==> src/rtl/pulse_stretcher.sv <==
// rtl/pulse_stretcher.sv - stretch event strobes into HOLD/GAP level windows with a pending queue
//
// Purpose: every accepted strobe on pulse_in produces HOLD_CYCLES of level_out
// high followed by GAP_CYCLES of forced low. Strobes arriving during a window or
// gap are counted (saturating at QUEUE_DEPTH) and replayed back to back.
//
// Ports:
//   clk_in       system clock, posedge
//   rst_n_in     asynchronous active-low reset
//   pulse_in     event strobe, one event per cycle sampled high
//   level_out    stretched level (registered)
//   busy_out     high whenever not idle (registered)
//   pending_out  queued events not yet started (registered)
//   overflow_out one-cycle pulse after an event is dropped on a full queue
//
// Build option: define PULSE_STRETCHER_RETRIGGER_EN to make a strobe during the
// high window restart it instead of queueing.
module pulse_stretcher #(
  parameter int HOLD_CYCLES = 15_000_000,
  parameter int GAP_CYCLES  = 15_000_000,
  parameter int QUEUE_DEPTH = 7,
  parameter int CNT_W       = 32,
  localparam int PEND_W     = $clog2(QUEUE_DEPTH + 1)
) (
  input  logic              clk_in,
  input  logic              rst_n_in,
  input  logic              pulse_in,
  output logic              level_out,
  output logic              busy_out,
  output logic [PEND_W-1:0] pending_out,
  output logic              overflow_out
);

  typedef enum logic [1:0] {
    IDLE = 2'd0,
    HOLD = 2'd1,
    GAP  = 2'd2
  } state_t;

  state_t             state_q;
  state_t             state_d;
  logic [CNT_W-1:0]   cnt_q;
  logic [CNT_W-1:0]   cnt_d;
  logic [PEND_W-1:0]  pend_d;
  logic               ovf_d;
  logic               queue_evt;
  logic [PEND_W:0]    eff;
  logic               hold_last;
  logic               gap_last;

  assign hold_last = (cnt_q == CNT_W'(HOLD_CYCLES - 1));
  assign gap_last  = (cnt_q == CNT_W'(GAP_CYCLES - 1));

  // Events available to start on the last gap cycle: queued ones plus a strobe
  // arriving right now, so that strobe is consumed rather than queued.
  assign eff = {1'b0, pending_out} + {{PEND_W{1'b0}}, pulse_in};

  always_comb begin
    state_d   = state_q;
    cnt_d     = cnt_q;
    pend_d    = pending_out;
    ovf_d     = 1'b0;
    queue_evt = 1'b0;

    case (state_q)
      IDLE: begin
        if (pulse_in) begin
          state_d = HOLD;
          cnt_d   = '0;
        end
      end

      HOLD: begin
`ifdef PULSE_STRETCHER_RETRIGGER_EN
        if (pulse_in) begin
          cnt_d = '0;
        end else if (hold_last) begin
          state_d = GAP;
          cnt_d   = '0;
        end else begin
          cnt_d = cnt_q + CNT_W'(1);
        end
`else
        queue_evt = pulse_in;
        if (hold_last) begin
          state_d = GAP;
          cnt_d   = '0;
        end else begin
          cnt_d = cnt_q + CNT_W'(1);
        end
`endif
      end

      GAP: begin
        if (gap_last) begin
          cnt_d = '0;
          if (eff != '0) begin
            state_d = HOLD;
            pend_d  = PEND_W'(eff - (PEND_W + 1)'(1));
          end else begin
            state_d = IDLE;
          end
        end else begin
          cnt_d     = cnt_q + CNT_W'(1);
          queue_evt = pulse_in;
        end
      end

      default: begin
        state_d = IDLE;
        cnt_d   = '0;
      end
    endcase

    // Saturating enqueue; a full queue drops the event and flags it.
    if (queue_evt) begin
      if (pending_out == PEND_W'(QUEUE_DEPTH)) begin
        ovf_d = 1'b1;
      end else begin
        pend_d = pending_out + PEND_W'(1);
      end
    end
  end

  always_ff @(posedge clk_in or negedge rst_n_in) begin
    if (!rst_n_in) begin
      state_q      <= IDLE;
      cnt_q        <= '0;
      pending_out  <= '0;
      level_out    <= 1'b0;
      busy_out     <= 1'b0;
      overflow_out <= 1'b0;
    end else begin
      state_q      <= state_d;
      cnt_q        <= cnt_d;
      pending_out  <= pend_d;
      level_out    <= (state_d == HOLD);
      busy_out     <= (state_d != IDLE);
      overflow_out <= ovf_d;
    end
  end

endmodule

==> config.mk <==
export PLATFORM = sky130hd
export DESIGN_NAME = pulse_stretcher
export DESIGN_NICKNAME = d
export VERILOG_FILES = /design/src/rtl/pulse_stretcher.sv
export SDC_FILE = /design/constraint.sdc
export NUM_CORES = 1
export LEC_CHECK = 0
export BUFFER_PORTS_ARGS = -buffer_cell sky130_fd_sc_hd__buf_4
export CAP_MARGIN = 15
export CORE_MARGIN = 10
export CORE_UTILIZATION = 25
export CTS_CLUSTER_SIZE = 30
export DETAILED_ROUTE_END_ITERATION = 8
export PLACE_DENSITY = 0.37
export SLEW_MARGIN = 20
export SYNTH_ARGS = -nofsm -noshare
export SYNTH_HDL_FRONTEND = slang
export SYNTH_SLANG_ARGS = --single-unit
==> constraint.sdc <==
create_clock -name clk_in -period 4.85 [get_ports clk_in]
set_input_delay 0.97 -clock clk_in [delete_from_list [all_inputs] [get_ports clk_in]]
set_output_delay 0.97 -clock clk_in [all_outputs]
set_load 0.05 [all_outputs]
After elaboration in Yosys (flattened, before gate mapping)
Cells that the tools add are included.
Word-level totals
  memories kept: 0
  output and inout bits: 6
  input port bits: 3
  bits in registers: 40
  latch bits: 0
  bits in read-only memories: 0
  bits in writable memories: 0
  logic and storage cells: 37
Operators by class
  divide/modulo/power cells: 0
  multiply operators: 0
  bitwise gates (word level): 0
  reduce and logical (&&, ||, !) cells: 4
  shift-type cells: 0
  eq/ne operators: 6
  order comparisons: 0
  add/sub/neg operators: 4
  muxes and demuxes: 17
Operator list (count)
  32-bit 2-to-1 mux: 2
  32-bit one-hot mux with 2 select lines: 1
  32-bit by 1-bit adder with 32-bit output (second input constant): 1
  32-bit by 24-bit == test with 1-bit output (second input constant): 1
  3-bit 2-to-1 mux: 5
  2-bit 2-to-1 mux: 3
  2-bit one-hot mux with 3 select lines: 1
  3-bit by 1-bit adder with 4-bit output: 1
  2-bit by 1-bit == test with 1-bit output (second input constant): 2
  1-bit 2-to-1 mux: 4
  4-bit nonzero test: 1
  3-bit by 1-bit adder with 3-bit output (second input constant): 1
  3-bit == test (second input constant): 1
  3-bit by 1-bit subtractor with 3-bit output (second input constant): 1
  2-bit == test (second input constant): 1
  2-bit logical NOT: 1
  2-bit != test (second input constant): 1
  1-bit one-hot mux with 2 select lines: 1
  2-bit nonzero test: 1
  2-bit OR reduction: 1

Logic depth before layout (Yosys ltp)
  depth after elaboration: 7
  gate-level depth with buffers: 9

Worst setup path after synthesis
Ideal clock, no wire load.
  path type: input port to flip-flop
  start point: input pulse_in
  end point: register pending_out[1]
  cell stages on the path: 8
  setup time: 125 ps
  required time: 4725 ps
  arrival: 2347 ps
  path buffers: 0
  setup slack: 2378 ps
  path through: ha_1 -> ha_1 -> inv_1 -> ha_1 -> inv_1 -> o2111ai_1 -> o21ai_0 -> mux2_2
Between the ends
  longest elaborated chain between the ends: 7
  elaborated cells on any way between the ends: 10
  those cells by class: add/sub (2); mux (7); reduce/logical (1)
Ends and longest elaborated chain
  start, declared: line 27  | input logic pulse_in,
  3-bit by 1-bit adder with 4-bit output: line 56  | assign eff = {1'b0, pending_out} + {{PEND_W{1'b0}}, pulse_in};
  3-bit by 1-bit subtractor with 3-bit output or 4-bit nonzero test (tied branches): line 99, 97
  3-bit 2-to-1 mux: line 97  | if (eff != '0) begin
  3-bit 2-to-1 mux: line 95  | if (gap_last) begin
  3-bit 2-to-1 mux: line 65  | case (state_q)
  3-bit 2-to-1 mux: line 117  | if (pending_out == PEND_W'(QUEUE_DEPTH)) begin
  3-bit 2-to-1 mux (*): line 116  | if (queue_evt) begin
  named net pend_d[1]: line 44  | logic [PEND_W-1:0] pend_d;
  end signal, assigned: line 136  | pending_out <= pend_d;
  end, declared: line 30  | output logic [PEND_W-1:0] pending_out,
The timed path passes the listed nets; every way through them passes the cells marked *.
A chain may end at the register's enable or synchronous reset.

Worst setup path in the final report
Same ends and word-level chain as after synthesis.

==> metrics.txt <==
DRT Pass-1 Iters=4; Fillers=936; mux cell area share after synthesis=under 10%; CP required=roughly 5.0 ns; antenna violations before repair=0; vias in the first global route=roughly 1600; leakage=1.13 nW; Hold Vio Cnt, Final=0; first-pass GRT wire length=~8300 µm; total gr overflow=0; CP max FO=7; r2r startpoint=cnt_q[6]; number of remaining DRC errors=0; top post-synthesis cells by area=dfrtp_1 (44%), xor2_1 (7.8%), nor2_1 (6.5%); category of the most critical setup path=in2reg; WL per Instance=approximately 14 µm; simple-gate share of the synthesized area=between 20 and 30%; Syn Std Cell Area=between 2000 and 2500 µm²; routed vias=~1600; adder-cell area share of the yosys netlist=5.55%; syn nets=roughly 240; final setup fails=0; Rel. slew slack=between 60 and 70%; Sink Count=40; Post-Synth XOR/XNOR Area=10.5%; Synth Area in Compound Gates=between 6 and 7%; PD cells=401 nW/µm²; post-route ant nets=0; post-CTS sizing=0; hold buffer count at cts=0; Mapped Cells=between 200 and 250; worst slew pin tran=about 0.54 ns; diode count=0; clk_lat worst skew=approximately 0.29 ns; DP Worst Slack=~2 ns; Yosys top cell by area=dfrtp_1; Detail Placement HPWL=3380 µm; most common library cells after synthesis=dfrtp_1 (40), nor2_1 (39), nand2_1 (20), xor2_1 (20); CP Data Arrival Time=about 2.6 ns; Final #Nets=~260; Final Max Slew Viols=0; PnR worst setup slack=around 2.4 ns; detailed-route wire length=~4800 µm; Most used DFF post-synth=dfrtp_1; hold path startpoint=cnt_q[1]; chip height=~110 µm; Area Growth Syn to Fin=12.0%; Hold Path Class=reg2reg; TritonCTS clock tree=done; post-synthesis sequential area ratio=~44%; GR Util All Layers=roughly 7.7%; Max Freq=between 0.4 and 0.5 GHz; largest net degree at the start of global routing=41; GPL Wtd Cong=approximately 0.7; clock root cell=clkbuf_8; Setup crit start=pulse_in; Setup crit end kind=register; clock-pin slew on the worst setup and hold paths=roughly 0.080 ns; async set-or-reset flop fraction in the synthesized netlist=between 90% and 100%; Worst Clk Skew=0.00735 ns; cts bufs inserted=5; DR iter-0 viols=81; Post-CTS Setup Repair Bufs=0; row count=34; Synth top area share=between 40% and 50%; Post-synth EDFFs=0; Via density=around 4.6; Sum Neg Setup Slack=0 ns; RSZ-0062 raised after global routing=false; Clock Path Buffers=2; Period minus WS final=between 2 and 2.5 ns; max-cap violation count=0; synthesized flop and latch total=40; top-count cell post-synth=dfrtp_1; Warnings, synthesis=0; die area=13200 µm²; port buffer count=8; Netlist cell types=40; status=finished clean; initial core utilization=between 20% and 30%; # IOs=9; Chip Width=between 100 and 150 µm; Critical Path Source Type=primary input; Mean Syn Cell Area=slightly below 10 µm²; total core area=about 9000 µm²; main combinational cell family by area after synthesis=simple AND/OR/NAND/NOR gates; peak supply drop=0.000239 V; fin crit share=between 50% and 60%; layout cells sized above 1=12.3%; H-tree depth=2
## cells by family after synthesis
| group | count (synthesis) |
|---|---|
| AO/OA/AOI/OAI | 24 |
| XOR/XNOR | 27 |
| flip-flops | 40 |
| adder cells (fa/ha/maj) | 10 |
| multiplexers | 3 |
| AND/OR/NAND/NOR | 114 |
| buffers and inverters | 13 |
## metal layers
| metal | track usage [%] | vias up | routed length, µm |
|---|---|---|---|
| li1 | - | 818 | - |
| met1 | 11.1 | 776 | 2590 |
| met2 | 10.9 | 18 | 2020 |
| met3 | 1.56 | 6 | 87 |
| met4 | 2.97 | 0 | 80 |
| met5 | 0 | - | 0 |
## cell usage in the layout, fill, tap and decap left out, drive strengths merged, types with 2 or more instances in the layout
| cell type | count |
|---|---|
| nor2 | 41 |
| dfrtp | 40 |
| nand2 | 20 |
| xor2 | 20 |
| o21ai | 13 |
| nand3 | 12 |
| inv | 10 |
| nand4 | 10 |
| ha | 10 |
| buf | 8 |
| and3 | 7 |
| xnor2 | 7 |
| a21oi | 6 |
| clkbuf | 5 |
| nor4 | 5 |
| nand4b | 3 |
| nand2b | 3 |
| and2 | 3 |
| and4 | 2 |
| mux2 | 2 |
## area by class of cell
type,count,area (µm²),share of cell area [%]
clock buffer,5,68.8,2.72
timing repair buffer,8,60.1,2.38
inverter,10,37.5,1.49
clock inverter,3,42.5,1.68
sequential,40,1000,39.6
multi-input combinational,178,1180,46.8
tap,108,135,5.35
## registers in the layout, summed over array words and instances, names as in the netlist
signal / flops
cnt_q: 32
pending_out: 3
state_q: 2
busy_out: 1
level_out: 1
overflow_out: 1
## per-stage QoR
stage	util [%]	power, mW	hold WS, ns	instance area [µm²]	std cells
global placement	27.6	0.758	0.508	2420	344
finish	28.8	1.01	0.507	2530	352
floorplan	-	0.678	0.467	2260	231
CTS	28.8	1.04	0.518	2530	352
global route	28.8	1.09	0.556	2530	352
detailed placement	27.6	0.751	0.501	2420	344
## where the power goes
group	internal [mW]	switching [mW]	total [mW]
Sequential	0.368	0.0333	0.401
Combinational	0.114	0.223	0.336
Clock	0.152	0.123	0.275
Total	0.634	0.379	1.01
## critical path, cell delays in order
cell       delay (ns)
buf_4            0.14
ha_1             0.21
ha_1             0.27
inv_1            0.05
ha_1             0.20
inv_1            0.05
o2111ai_1        0.36
o21ai_0          0.12
mux2_2           0.26
## final timing paths
kind	to	slack, ns	cells past startpoint
max in group asynchronous	cnt_q[31]	3.82	1
max	pending_out[1]	2.40	9
min reg2reg	cnt_q[1]	0.51	2
min	cnt_q[1]	0.51	2
min in group asynchronous	cnt_q[28]	0.66	1
max reg2reg	cnt_q[9]	2.45	6
No activity file was read; power rests on OpenSTA's default activity.
